===== config.mk =====
export PLATFORM = sky130hd
export DESIGN_NAME = frequency_meter
export DESIGN_NICKNAME = d
export VERILOG_FILES = /design/src/rtl/freq_meter_pkg.sv /design/src/rtl/sync_edge_detect.sv /design/src/rtl/frequency_meter.sv
export SDC_FILE = /design/constraint.sdc
export NUM_CORES = 1
export LEC_CHECK = 0
export ABC_AREA = 1
export BUFFER_PORTS_ARGS = -buffer_cell sky130_fd_sc_hd__buf_2
export CELL_PAD_IN_SITES_DETAIL_PLACEMENT = 0
export CELL_PAD_IN_SITES_GLOBAL_PLACEMENT = 1
export CORE_ASPECT_RATIO = 1.25
export CORE_UTILIZATION = 25
export DETAILED_ROUTE_END_ITERATION = 16
export PLACE_DENSITY_LB_ADDON = 0.1
export SLEW_MARGIN = 20
export SYNTH_ARGS = -nofsm -noshare
export SYNTH_HDL_FRONTEND = slang
export SYNTH_SLANG_ARGS = --single-unit
export TNS_END_PERCENT = 30

===== constraint.sdc =====
create_clock -name clkin -period 3.7 [get_ports clkin]
set_input_delay 0.185 -clock clkin [delete_from_list [all_inputs] [get_ports clkin]]
set_output_delay 0.185 -clock clkin [all_outputs]
set_load 0.005 [all_outputs]

===== src/rtl/freq_meter_pkg.sv =====
// Shared definitions for the frequency meter: FSM encoding, default sizing
// and the width helper used to size the gate timer.
package freq_meter_pkg;

  typedef enum logic [1:0] {
    IDLE = 2'd0,
    GATE = 2'd1,
    DONE = 2'd2
  } state_t;

  localparam int DEF_GATE_CYCLES = 50000000;
  localparam int DEF_CNT_W       = 32;
  localparam int DEF_SYNC_STAGES = 2;

  // Bits needed to hold the values 0..value-1.
  function automatic int clog2(input int value);
    int r;
    int v;
    r = 0;
    v = value - 1;
    while (v > 0) begin
      r++;
      v = v >> 1;
    end
    return r;
  endfunction

endpackage


===== src/rtl/sync_edge_detect.sv =====
// Multi-flop synchronizer followed by a history flop; rise pulses for one
// cycle on each synchronized low-to-high transition of async_in.
module sync_edge_detect #(
  parameter int SYNC_STAGES = 2
) (
  input  logic clkin,
  input  logic clr,
  input  logic async_in,
  output logic rise
);

  logic [SYNC_STAGES-1:0] sync_q;
  logic                   hist_q;

  always_ff @(posedge clkin or posedge clr) begin
    if (clr) begin
      sync_q <= '0;
      hist_q <= 1'b0;
    end else begin
      sync_q <= {sync_q[SYNC_STAGES-2:0], async_in};
      hist_q <= sync_q[SYNC_STAGES-1];
    end
  end

  assign rise = sync_q[SYNC_STAGES-1] & ~hist_q;

endmodule


===== src/rtl/frequency_meter.sv =====
// Counts synchronized rising edges of sig_in over a fixed gate of
// GATE_CYCLES clkin cycles, single-shot (start) or back-to-back (cont).
module frequency_meter
  import freq_meter_pkg::*;
#(
  parameter int GATE_CYCLES = DEF_GATE_CYCLES,
  parameter int CNT_W       = DEF_CNT_W,
  parameter int SYNC_STAGES = DEF_SYNC_STAGES
) (
  input  logic             clkin,
  input  logic             clr,
  input  logic             sig_in,
  input  logic             start,
  input  logic             cont,
  output logic [CNT_W-1:0] freq_count,
  output logic             valid,
  output logic             busy,
  output logic             overflow
);

  localparam int               TMR_W    = clog2(GATE_CYCLES);
  localparam logic [TMR_W-1:0] TMR_LAST = TMR_W'(GATE_CYCLES - 1);
  localparam logic [CNT_W-1:0] CNT_MAX  = '1;

  state_t           state;
  logic [TMR_W-1:0] timer;
  logic [CNT_W-1:0] edge_cnt;
  logic             sat;
  logic             rise;
  logic [CNT_W-1:0] cnt_nxt;
  logic             sat_nxt;

  sync_edge_detect #(
    .SYNC_STAGES(SYNC_STAGES)
  ) u_sync (
    .clkin    (clkin),
    .clr      (clr),
    .async_in (sig_in),
    .rise     (rise)
  );

  // Saturating count including this cycle's edge, so the last gate cycle counts.
  always_comb begin
    cnt_nxt = edge_cnt;
    sat_nxt = sat;
    if (rise) begin
      if (edge_cnt == CNT_MAX) sat_nxt = 1'b1;
      else                     cnt_nxt = edge_cnt + 1'b1;
    end
  end

  // valid is a one-cycle strobe with no back-pressure: freq_count and
  // overflow change only together with it and then hold until the next one.
  always_ff @(posedge clkin or posedge clr) begin
    if (clr) begin
      state      <= IDLE;
      timer      <= '0;
      edge_cnt   <= '0;
      sat        <= 1'b0;
      freq_count <= '0;
      valid      <= 1'b0;
      busy       <= 1'b0;
      overflow   <= 1'b0;
    end else begin
      case (state)
        IDLE: begin
          valid <= 1'b0;
          if (start || cont) begin
            state    <= GATE;
            busy     <= 1'b1;
            timer    <= '0;
            edge_cnt <= '0;
            sat      <= 1'b0;
          end
        end
        GATE: begin
          edge_cnt <= cnt_nxt;
          sat      <= sat_nxt;
          timer    <= timer + 1'b1;
          if (timer == TMR_LAST) begin
            state      <= DONE;
            busy       <= 1'b0;
            valid      <= 1'b1;
            freq_count <= cnt_nxt;
            overflow   <= sat_nxt;
          end
        end
        DONE: begin
          valid <= 1'b0;
          if (cont) begin
            state    <= GATE;
            busy     <= 1'b1;
            timer    <= '0;
            edge_cnt <= '0;
            sat      <= 1'b0;
          end else begin
            state <= IDLE;
          end
        end
        default: begin
          state <= IDLE;
          valid <= 1'b0;
          busy  <= 1'b0;
        end
      endcase
    end
  end

endmodule


# --- After elaboration in Yosys (flattened, before gate mapping) ---
# Index checks and enable logic that the tools add are counted.
op_classes:
  n_addsub: 2
  n_eq_ne: 7
  mux: 23
  bitwise: 2
  reduce_logical: 7
ops:
  columns: ["op", "count"]
  rows:
  - ["$mux 32", 4]
  - ["$pmux 32 s3", 1]
  - ["$pmux 26 s3", 1]
  - ["$mux 26", 2]
  - ["$add 32x1->32 const B", 1]
  - ["$eq 32x32->1 const B", 1]
  - ["$add 26x1->26 const B", 1]
  - ["$eq 26x26->1 const B", 1]
  - ["$mux 1", 10]
  - ["$ne 2x2->1 const B", 3]
  - ["$pmux 1 s3", 2]
  - ["$pmux 2 s3", 1]
  - ["$reduce_and 3->1", 2]
  - ["$mux 2", 2]
  - ["$reduce_and 2->1", 2]
  - ["$reduce_bool 3->1", 1]
  - ["$eq 2x1->1 const B", 1]
  - ["$eq 2x2->1 const B", 1]
  - ["$logic_not 2->1", 1]
  - ["$and 1x1->1", 1]
  - ["$logic_or 1x1->1", 1]
  - ["$not 1->1", 1]
totals:
  regBits: 99
  inputBits: 5
  out_inout_bits: 35
  elab_cells: 51

# --- Logic depth before layout (Yosys ltp) ---
# Gate-level depths: netlist of the first run.
depth:
  depth_word: 4
  mapped_depth: 12
  ltp_nobuf: 11

# --- By module ---
# Synthesis of the first run repeated with hierarchy kept, for this count alone.
hier_totals:
  hier_cells: 850
  area_unflattened_um2: 5869.4
by_module_without_submodules:
  columns: ["module", "n_inst", "cells_per_inst", "area_per_inst_um2", "seq_area_each_um2"]
  rows:
  - ["frequency_meter", 1, 844, 5780.5, 2402.3]
  - ["sync_edge_detect", 1, 6, 88.8, 75.1]

# --- Worst setup path after synthesis of the first run ---
# No wires, ideal clock.
synth_path:
  path_type: "register to register"
  start: "register timer[0]"
  end: "register timer[14]"
  setup_ns: 0.117
  t_arrival_ns: 1.570
  required_time_ns: 3.583
  slack_ns: 2.014
  path_stages_with_launch: 11
  path_buffers: 0
  synth_period_minus_slack_ns: 1.686
  cell_sequence: "dfrtp_1 -> ha_1 -> nand2_1 -> nor2_4 -> nand2_1 -> nor2_1 -> nand2_1 -> nor3_1 -> nand2_1 -> nand2_1 -> nor2_1"
synth_between:
  elab_chain_cells: 2
synth_rtl:
  columns: ["element", "line", "rtl"]
  rows:
  - ["start, declared", "frequency_meter.sv:26", "logic [TMR_W-1:0] timer;"]
  - ["start signal, assigned", "frequency_meter.sv:79", "timer <= timer + 1'b1;"]
  - ["$add 26x1->26", "frequency_meter.sv:79", null]
  - ["$pmux 26 s3", "frequency_meter.sv:65", "case (state)"]
# Every way passes these cells.
# A chain may end at the register's enable or synchronous reset.

# --- Worst setup path in the final report of the first run ---
layout_path:
  start: "register timer[0]"
  end: "register freq_count[1]"
layout_between:
  elab_chain_cells: 2
layout_rtl:
  columns: ["element", "line", "rtl"]
  rows:
  - ["$eq 26x26->1", "frequency_meter.sv:80", "if (timer == TMR_LAST) begin"]
  - ["$reduce_and 2->1 (no source line)", null, null]
  - ["end signal, assigned", "frequency_meter.sv:84", "freq_count <= cnt_nxt;"]
  - ["end, declared", "frequency_meter.sv:15", "output logic [CNT_W-1:0] freq_count,"]
# Every way passes these cells.

==> flow_metrics.env, run 1 <==
export IMPL_die_w_um=138
export IMPL_syn_inst=851
export IMPL_use_met1_pct=18.7
export IMPL_reg2reg_depth=9
export IMPL_num_vias=5301
export IMPL_ff_latch_area_um2=2480
export IMPL_ys_types=31
export IMPL_top_usage_layer="met2"
export IMPL_cts_root_buf="clkbuf_16"
export IMPL_required_ps=3990
export IMPL_synth_seq_cells=99
export IMPL_row_count=61
export IMPL_final_util_pct=29.1
export IMPL_synth_area_leader_cell="dfrtp_1"
export IMPL_avgSynthCellArea_um2=6.76
export IMPL_startpoint_type="flip-flop"
export IMPL_total_power_mw=2.44
export IMPL_cp_end_kind="flip-flop"
export IMPL_fin_tns_setup_ps=0
export IMPL_dp_hpwl_um=13200
export IMPL_io_buffers=39
export IMPL_slew_violations=0
export IMPL_synth_top_area_share_pct=43.0
export IMPL_rsz0062_at_grt="no"
export IMPL_first_pass_iters=4
export IMPL_synth_flop_cell="dfrtp_1"
export IMPL_layout_setup_ws_ps=1260
export IMPL_cp_arrival_ps=2740
export IMPL_synth_area_top_cells="dfrtp_1 43%, nand2_1 24%, nand3_1 7.4%"
export IMPL_synth_edf_count=0
export IMPL_ir_drop_v=0.000189
export IMPL_initial_core_util_pct=25.6
export IMPL_synth_nets=858
export IMPL_fill_cells=2579
export IMPL_cts_resized=0
export IMPL_stdcell_count=1174
export IMPL_grt_pass1_wl_um=29300
export IMPL_drt_total_wl_um=18400
export IMPL_io_pins=40
export IMPL_htreeDepth=3
export IMPL_clkLatencyLatePin_ps=360
export IMPL_syn_area_um2=5760
export IMPL_drive_gt1_share_pct=8.87
export IMPL_tightest_slew_ps=947
export IMPL_hold_viol_final=0
export IMPL_worst_hold_slack_ps=38.9
export IMPL_n_antenna_cell=0
export IMPL_core_area_um2=22400
export IMPL_use_met2_pct=31.4
export IMPL_synth_most_common_cell="nand2_1"
export IMPL_setup_viol=0
export IMPL_grt_pass1_vias=5343
export IMPL_ys_async_sr_fraction_pct=100
export IMPL_nets=893
export IMPL_min_path_type="primary input to asynchronous set/reset pin"
export IMPL_multi_input_area_um2=2840
export IMPL_outcome="finished clean"
export IMPL_area_growth_pct=13.6
export IMPL_grt_ovfl_total=0
export IMPL_fin_skew_ps=9.47
export IMPL_cts_buffers=9
export IMPL_die_h_um=172
export IMPL_timing_fmax_ghz=0.410
export IMPL_cts_tree="yes"
export IMPL_max_slew_margin_rel_pct=36.9
export IMPL_grt_use_met3_pct=2.68
export IMPL_cts_sinks=99
export IMPL_routedWlPerCell_um=15.7
export IMPL_grt_use_total_pct=16.6
export IMPL_detail_route_antenna_nets=0
export IMPL_viasPerCell=4.52
export IMPL_fin_crit_ps=2440
export IMPL_critPathKind="flip-flop to flip-flop"
export IMPL_grt_max_degree=71
export IMPL_ys_warn_count=0
export IMPL_path_clk_slew_ps=80
export IMPL_netlist_top_cells_count="375 x nand2_1, 99 x dfrtp_1, 85 x nand3_1"
export IMPL_fin_area_um2=6540
export IMPL_routabilityCongestion=0.806
export IMPL_cts_max_path_buffers=2
export IMPL_die_area_um2=23600
export IMPL_cts_setup_buffers=0
export IMPL_ys_seq_area_share_pct=43.0
export IMPL_antenna_found_initial=0
export IMPL_p_per_area_nw_per_um2=373
export IMPL_period_share_pct=66.0
export IMPL_drt_iter0_drc=298
export IMPL_worst_path_max_fanout=33
export IMPL_placedCellCount=1157
export IMPL_cap_violations=0
export IMPL_pre_cts_ws_ps=1210
export IMPL_drc=0
export IMPL_place_area_um2=6240
export IMPL_p_leak_nw=3.68
## cell families (layout without fill, tap and decap cells)
logic type	Yosys count	in the layout	synth area share, %
XOR/XNOR	12	12	1.83
flip-flops	99	99	43.0
AO/OA/AOI/OAI	45	45	4.13
adder cells (fa/ha/maj)	2	2	0.435
buffers and inverters	109	149	7.83
AND/OR/NAND/NOR	584	584	42.7
## power by group
group	leakage (nW)	internal, mW	total [mW]	switching (mW)
sequential	1.16	1.13	1.20	0.0766
clock	0.136	0.482	0.956	0.474
combinational	2.38	0.0933	0.278	0.185
## worst paths after layout
kind | endpoint | from | slack [ps]
worst min-delay path | freq_count[19]$_DFFE_PP0P_ | clr | 40
worst max-delay path | freq_count[1]$_DFFE_PP0P_ | timer[0]$_DFFE_PP0P_ | 1260
worst min register to register | u_sync.sync_q[1]$_DFF_PP0_ | u_sync.sync_q[0]$_DFF_PP0_ | 350
min in group clkin | busy$_DFFE_PP0P_ | start | 230
worst max register to register | freq_count[1]$_DFFE_PP0P_ | timer[0]$_DFFE_PP0P_ | 1260
max in group asynchronous | edge_cnt[30]$_DFFE_PP0P_ | clr | 2850
## layer usage
layer	vias to the layer above	wire, µm
met5	-	0
met4	0	312
met3	17	393
met2	45	9940
met1	2488	7760
li1	2751	-
## worst max-delay path, stage by stage, from the launching register on
cell and delay, ps:
dfrtp_1 420, ha_1 230, nand2_1 130, nor2_4 160, nand2_1 110, nor2_1 140, nand3_1 190, nor2_4 730
nand3_1 160, nand2_1 90
## timing repair
item / CTS / global route
endpoints found under the setup margin: 0 / 0
hold buffers: 1 / 0
hold endpoints to repair: 1 / 0
## cell type report
| type | count | share of cell area [%] |
|---|---|---|
| multi-input cells | 643 | 43.4 |
| well taps | 283 | 5.42 |
| clock buffers | 10 | 3.65 |
| inverters | 85 | 4.92 |
| repair buffers | 48 | 4.06 |
| clock inverters | 6 | 0.708 |
| flip-flops and latches | 99 | 37.9 |
## placed cells by master, fill, tap and decap left out, types with 2 or more instances in the layout
master / netlist / routed
clkinvlp_4: 0 / 2
o22ai_1: 6 / 6
buf_2: 6 / 39
nor2_4: 3 / 4
clkbuf_16: 0 / 9
nand3_1: 85 / 85
o21ai_1: 3 / 3
nand4_1: 19 / 19
a21oi_1: 6 / 6
o21ai_0: 27 / 27
inv_6: 0 / 3
a31oi_1: 2 / 2
nor3_2: 2 / 2
nand2_2: 2 / 2
ha_1: 2 / 2
dfrtp_1: 99 / 99
nand2_1: 375 / 375
buf_4: 3 / 8
or2_2: 2 / 2
inv_1: 84 / 83
nor3_1: 20 / 20
nor2_1: 71 / 70
xor2_1: 11 / 11
## registers in the layout, summed over array words and instances, names as in the netlist
name,count
busy,1
edge_cnt,32
freq_count,32
overflow,1
sat,1
state,2
timer,26
u_sync.hist_q,1
u_sync.sync_q,2
valid,1
Note: power is estimated with default switching activity, not from simulation.
==> inputs of run 2 (changes only) <==
==> constraint.sdc (replaced) <==
create_clock -name clkin -period 2.5 [get_ports clkin]
set_input_delay 0.125 -clock clkin [delete_from_list [all_inputs] [get_ports clkin]]
set_output_delay 0.125 -clock clkin [all_outputs]
set_load 0.005 [all_outputs]
==> run 2 against run 1 <==
Effect of this change: critical path depth is 2 higher; worst hold slack gained 110 ps; sequential share of layout area fell by 0.86 points; critical endpoint is now edge_cnt[1]$_DFFE_PP0P_; highest routed layer unchanged.
==> flow_metrics.env, run 2 (same netlist as run 1, synthesis figures left out) <==
export IMPL_crit_top_cell="nand2_1"
export IMPL_worst_hold_slack_ps=153
export IMPL_grt_max_degree=100
export IMPL_die_area_um2=23600
export IMPL_routedWlPerCell_um=15.5
export IMPL_required_ps=2780
export IMPL_core_area_um2=22400
export IMPL_timing_fmax_ghz=0.490
export IMPL_cts_root_buf="clkbuf_16"
export IMPL_n_antenna_cell=0
export IMPL_io_buffers=39
export IMPL_cts_resized=0
export IMPL_slew_violations=0
export IMPL_largest_registers="edge_cnt (32), freq_count (32), timer (26)"
export IMPL_total_power_mw=3.68
export IMPL_cts_buffers=9
export IMPL_layout_commonest_cell="nand2_1"
export IMPL_crit_chain="ha_1 -> nand2_2 -> nor2_4 -> nand2_4 -> nor2_8 -> nand3_4 -> nand2_1 -> inv_1 -> nand2_1 -> nand3_1 -> nand2_1"
export IMPL_hp_start="start"
export IMPL_max_slew_margin_rel_pct=59.0
export IMPL_reg2reg_to="edge_cnt[1]$_DFFE_PP0P_"
export IMPL_reg2reg_depth=11
export IMPL_drc=0
export IMPL_fin_tns_setup_ps=0
export IMPL_cts_sinks=99
export IMPL_final_cell_mix="375 x nand2_1, 99 x dfrtp_1, 85 x nand3_1, 83 x inv_1, 70 x nor2_1"
export IMPL_rsz0062_at_grt="no"
export IMPL_cp_end_kind="flip-flop"
export IMPL_grt_ovfl_total=0
export IMPL_r2r_start="edge_cnt[0]$_DFFE_PP0P_"
export IMPL_period_share_pct=81.6
export IMPL_io_pins=40
export IMPL_die_h_um=172
export IMPL_die_w_um=138
export IMPL_outcome="finished clean"
export IMPL_critPathKind="flip-flop to flip-flop"
export IMPL_detail_route_antenna_nets=0
export IMPL_cts_tree="yes"
export IMPL_area_growth_pct=16.2
export IMPL_htreeDepth=3
export IMPL_num_vias=5358
export IMPL_critical_path_buf_inv_count=1
export IMPL_cp_slowest_cell="dfrtp_1"
export IMPL_nets=905
export IMPL_setup_viol=0
export IMPL_hold_viol_final=0
export IMPL_worstSetupStartpoint="edge_cnt[0]$_DFFE_PP0P_"
export IMPL_worst_path_max_fanout=27
export IMPL_antenna_found_initial=0
export IMPL_ir_drop_v=0.000319
export IMPL_cp_arrival_ps=2320
export IMPL_worstHoldPathCells=6
export IMPL_r2r_setup_slack_ps=460
export IMPL_holdPathEnd="busy$_DFFE_PP0P_"
export IMPL_first_pass_iters=4
export IMPL_drive_gt1_share_pct=9.86
export IMPL_grt_pass1_vias=5539
export IMPL_path_clk_slew_ps=70
export IMPL_cts_max_path_buffers=2
export IMPL_stdcell_count=1186
export IMPL_p_per_area_nw_per_um2=550
export IMPL_cap_violations=0
export IMPL_row_count=61
export IMPL_cp_top_family="simple AND/OR/NAND/NOR gates"
export IMPL_initial_core_util_pct=25.6
export IMPL_grt_pass1_wl_um=29900
export IMPL_p_leak_nw=3.75
export IMPL_tightest_slew_ps=611
export IMPL_critPathMaxStageDelay_ps=430
export IMPL_drt_iter0_drc=155
export IMPL_grt_use_total_pct=16.8
export IMPL_viasPerCell=4.52
export IMPL_fin_skew_ps=9.06
export IMPL_drt_total_wl_um=18400
export IMPL_dp_hpwl_um=13300
export IMPL_placedCellCount=1168
export IMPL_routabilityCongestion=0.817
export IMPL_min_path_type="primary input to flip-flop"
export IMPL_clkLatencyLatePin_ps=350
export IMPL_fin_crit_ps=2040
export IMPL_final_util_pct=29.8
export IMPL_startpoint_type="flip-flop"
run 2: cell count changes in the layout (fill, tap and decap cells not counted), sizes merged:
cell / before / now
buf: 47 / 58
inv: 88 / 84
bufinv: 0 / 1
clkbuf: 10 / 11
clkinv: 1 / 2
clkinvlp: 2 / 3
dlygate4sd3: 1 / 2
run 2: how the worst max path moves through the flow:
stage,endpoint,slack [ps],cells past startpoint
finish,edge_cnt[1]$_DFFE_PP0P_,460,11
global route,freq_count[0]$_DFFE_PP0P_,200,11
CTS,freq_count[9]$_DFFE_PP0P_,430,10
detailed placement,freq_count[9]$_DFFE_PP0P_,450,10
global placement,freq_count[9]$_DFFE_PP0P_,460,10
floorplan,timer[14]$_DFFE_PP0P_,810,10
run 2: layer usage:
layer / global-route usage (%) / vias to the layer above / share of wire [%]
met5: 0 / - / 0
met4: 4.96 / 0 / 1.6
met3: 2.00 / 15 / 1.2
met2: 32.2 / 35 / 56
met1: 19.0 / 2532 / 42
li1: - / 2776 / -
run 2: worst reg2reg max path, stage by stage (launching register included):
cell and delay [ps]:
dfrtp_1 430, ha_1 230, nand2_2 90, nor2_4 150, nand2_4 110, nor2_8 170
nand3_4 280, nand2_1 220, inv_1 70, nand2_1 70, nand3_1 70, nand2_1 80
run 2: layout make-up:
type	count	area [µm²]
Fill cell	2539	15700
Clock inverter	5	62.6
Clock buffer	11	243
Timing Repair Buffer	60	395
Inverter	85	323
Multi-Input combinational cell	643	2840
Sequential cell	99	2480
Tap cell	283	354
run 2: timing repair:
action	4_1_cts	5_1_grt
endpoints found under the hold margin	99	0
hold buffers	2	0
buffers inserted	0	0
run 2: where the power goes:
group	leakage [nW]	internal (mW)	total [mW]	switching (mW)
logic	2.45	0.148	0.436	0.288
clock network	0.142	0.809	1.47	0.658
registers	1.16	1.67	1.77	0.106
total	3.75	2.63	3.68	1.05
run 2: stage by stage:
step	cell area [µm²]	setup WS, ps
5_1_grt	6690	196
3_3_place_gp	6360	462
6_report	6690	460
4_1_cts	6690	429
2_1_floorplan	5760	814
3_5_place_dp	6360	454
==> inputs of run 3 (changes only) <==
--- a/config.mk
+++ b/config.mk
@@ -5,7 +5,7 @@
 export SDC_FILE = /design/constraint.sdc
 export NUM_CORES = 1
 export LEC_CHECK = 0
-export ABC_AREA = 1
+export ABC_AREA = 0
 export BUFFER_PORTS_ARGS = -buffer_cell sky130_fd_sc_hd__buf_2
 export CELL_PAD_IN_SITES_DETAIL_PLACEMENT = 0
 export CELL_PAD_IN_SITES_GLOBAL_PLACEMENT = 1
==> constraint.sdc (replaced) <==
create_clock -name clkin -period 1.9 [get_ports clkin]
set_input_delay 0.095 -clock clkin [delete_from_list [all_inputs] [get_ports clkin]]
set_output_delay 0.095 -clock clkin [all_outputs]
set_load 0.005 [all_outputs]
==> run 3 against run 2 <==
Effect of this change: the flow now finishes with violations (negative setup slack); via count down 15%; first-iteration DRC count is 17% higher; maximum frequency grew 5.4%; core utilization grew 6.9 points; clock skew fell by 1.8 ps; sequential share of layout area is 3.7 points lower; worst hold slack lost 110 ps; cell count decreased by 17%; clock power increased by 39%; area after synthesis shrank 9.7%; critical path type unchanged; largest power group unchanged.
==> flow_metrics.env, run 3 <==
export IMPL_r2r_setup_slack_ps=-40
export IMPL_period_share_pct=102
export IMPL_r2r_start="edge_cnt[0]$_DFFE_PP0P_"
export IMPL_p_leak_nw=3.21
export IMPL_clkLatencyLatePin_ps=350
export IMPL_viasPerCell=4.66
export IMPL_routedWlPerCell_um=15.8
export IMPL_p_per_area_nw_per_um2=668
export IMPL_initial_core_util_pct=25.7
export IMPL_row_count=58
export IMPL_largest_registers="edge_cnt (32), freq_count (32), timer (26)"
export IMPL_timing_fmax_ghz=0.517
export IMPL_ys_types=58
export IMPL_synth_top_area_share_pct=47.7
export IMPL_core_area_um2=20200
export IMPL_synth_flop_cell="dfrtp_1"
export IMPL_syn_inst=552
export IMPL_cts_root_buf="clkbuf_16"
export IMPL_avgSynthCellArea_um2=9.42
export IMPL_n_antenna_cell=0
export IMPL_slew_violations=0
export IMPL_grt_max_degree=100
export IMPL_crit_chain="ha_2 -> and3_4 -> and4_4 -> buf_6 -> buf_4 -> a31oi_4 -> nand2_2 -> or3_1 -> nand3_1"
export IMPL_required_ps=2190
export IMPL_path_clk_slew_ps=70
export IMPL_io_buffers=39
export IMPL_total_power_mw=4.97
export IMPL_grt_pass1_vias=4663
export IMPL_synth_area_top_cells="dfrtp_1 48%, nand2_1 5.4%, xnor2_1 4.4%"
export IMPL_reg2reg_depth=9
export IMPL_synth_seq_cells=99
export IMPL_drt_total_wl_um=15500
export IMPL_first_pass_iters=4
export IMPL_syn_area_um2=5200
export IMPL_max_slew_margin_rel_pct=57.2
export IMPL_setup_viol=6
export IMPL_ys_seq_area_share_pct=47.7
export IMPL_grt_ovfl_total=0
export IMPL_cap_violations=0
export IMPL_synth_area_leader_cell="dfrtp_1"
export IMPL_routabilityCongestion=0.756
export IMPL_grt_use_total_pct=15.4
export IMPL_fin_crit_ps=1940
export IMPL_ys_async_sr_fraction_pct=100
export IMPL_io_pins=40
export IMPL_rsz0062_at_grt="yes"
export IMPL_die_area_um2=21400
export IMPL_min_path_type="primary input to flip-flop"
export IMPL_tightest_slew_ps=637
export IMPL_hp_start="cont"
export IMPL_drive_gt1_share_pct=38.5
export IMPL_cts_buffers=9
export IMPL_netlist_top_cells_count="99 x dfrtp_1, 75 x nand2_1, 41 x nor2_1"
export IMPL_drc=0
export IMPL_synth_nets=559
export IMPL_critPathKind="flip-flop to flip-flop"
export IMPL_reg2reg_to="edge_cnt[25]$_DFFE_PP0P_"
export IMPL_synth_most_common_cell="dfrtp_1"
export IMPL_cp_end_kind="flip-flop"
export IMPL_hold_viol_final=0
export IMPL_cts_sinks=99
export IMPL_die_h_um=163
export IMPL_num_vias=4566
export IMPL_place_area_um2=6470
export IMPL_violations="negative setup slack"
export IMPL_worstSetupStartpoint="edge_cnt[0]$_DFFE_PP0P_"
export IMPL_outcome="finished with violations"
export IMPL_stdcell_count=979
export IMPL_final_cell_mix="113 x buf_4, 99 x dfrtp_1, 68 x nand2_1, 47 x o21ai_1, 39 x buf_2"
export IMPL_area_growth_pct=43.1
export IMPL_drt_iter0_drc=182
export IMPL_critPathMaxStageDelay_ps=400
export IMPL_ys_warn_count=0
export IMPL_fin_area_um2=7440
export IMPL_nets=711
export IMPL_htreeDepth=3
export IMPL_detail_route_antenna_nets=0
export IMPL_die_w_um=131
export IMPL_synth_edf_count=0
export IMPL_layout_setup_ws_ps=-35.9
export IMPL_cp_arrival_ps=2220
export IMPL_dp_hpwl_um=10600
export IMPL_grt_pass1_wl_um=25000
export IMPL_ir_drop_v=0.000485
export IMPL_antenna_found_initial=0
export IMPL_startpoint_type="flip-flop"
export IMPL_fin_tns_setup_ps=-118
export IMPL_worst_path_max_fanout=3
export IMPL_fin_skew_ps=7.30
export IMPL_cts_max_path_buffers=2
export IMPL_cp_slowest_cell="dfrtp_1"
export IMPL_cp_endpoint="edge_cnt[25]$_DFFE_PP0P_"
export IMPL_cts_tree="yes"
export IMPL_layout_commonest_cell="buf_4"
export IMPL_placedCellCount=941
-- run 3: where the power goes --
part           internal (mW)  switching [mW]  leakage [nW]
Clock                   1.19           0.845         0.157
Sequential              2.19          0.0561          1.24
Combinational          0.346           0.342          1.81
Total                   3.73            1.24          3.21
-- run 3: final cells by class --
cell class | count | area [µm²]
Multi-Input combinational cell | 413 | 2970
Fill cell | 2051 | 12800
Timing Repair Buffer | 173 | 1300
Clock buffer | 12 | 246
Inverter | 8 | 33.8
Tap cell | 270 | 338
Sequential cell | 99 | 2480
Clock inverter | 4 | 73.8
-- run 3: timing repair --
| item | 4_1_cts | 5_1_grt |
|---|---|---|
| endpoints found under the hold margin | 100 | 0 |
| resized for setup | 65 | 40 |
| buffers inserted | 11 | 10 |
| pin swaps | 22 | 32 |
| hold buffers | 2 | 0 |
| setup endpoints to repair | 68 | 71 |
-- run 3: cells by family (layout without fill, tap and decap cells) --
kind of cell / after synthesis / count (layout) / synth area share [%]
xor gates and xnor gates: 51 / 51 / 8.59
adders and majority gates: 2 / 2 / 0.481
DFF: 99 / 99 / 47.7
AOI/OAI and AO/OA: 120 / 120 / 13.8
and+or+nand+nor: 238 / 238 / 25.8
muxes: 2 / 2 / 0.409
buffers and inverters: 40 / 197 / 3.27
-- run 3: through the flow --
step	utilization, %	hold WS, ps	worst slack, ps
5_1_grt	36.7	81.1	-113
6_report	36.7	47.3	-35.9
3_3_place_gp	32.0	224	-187
3_5_place_dp	32.0	224	-222
4_1_cts	35.6	24.2	-24.9
2_1_floorplan	-	126	-153
-- run 3: how the worst min path moves through the flow --
| stage | cells past startpoint | slack (ps) | end |
|---|---|---|---|
| 3_3_place_gp | 1 | 220 | u_sync.sync_q[0]$_DFF_PP0_ |
| 4_1_cts | 3 | 20 | busy$_DFFE_PP0P_ |
| 6_report | 3 | 50 | busy$_DFFE_PP0P_ |
| 3_5_place_dp | 1 | 220 | u_sync.sync_q[0]$_DFF_PP0_ |
| 2_1_floorplan | 0 | 130 | u_sync.sync_q[0]$_DFF_PP0_ |
| 5_1_grt | 3 | 80 | busy$_DFFE_PP0P_ |
-- run 3: routing by layer --
| layer | track usage, % | wire length [µm] | part of all wire (%) | vias to the layer above |
|---|---|---|---|---|
| li1 | - | - | - | 2261 |
| met1 | 18.6 | 6850 | 44 | 2250 |
| met2 | 27.6 | 8090 | 52 | 48 |
| met3 | 2.92 | 389 | 2.5 | 7 |
| met4 | 4.23 | 159 | 1.0 | 0 |
| met5 | 0 | 0 | 0 | - |
-- run 3: worst max-delay path: cells and delay by family, from the launching register on --
kind / cells / cell delay, ps
fa+ha+maj: 1 / 200
simple gates: 5 / 850
flops: 1 / 400
buf+inv: 2 / 250
compound gates: 1 / 180
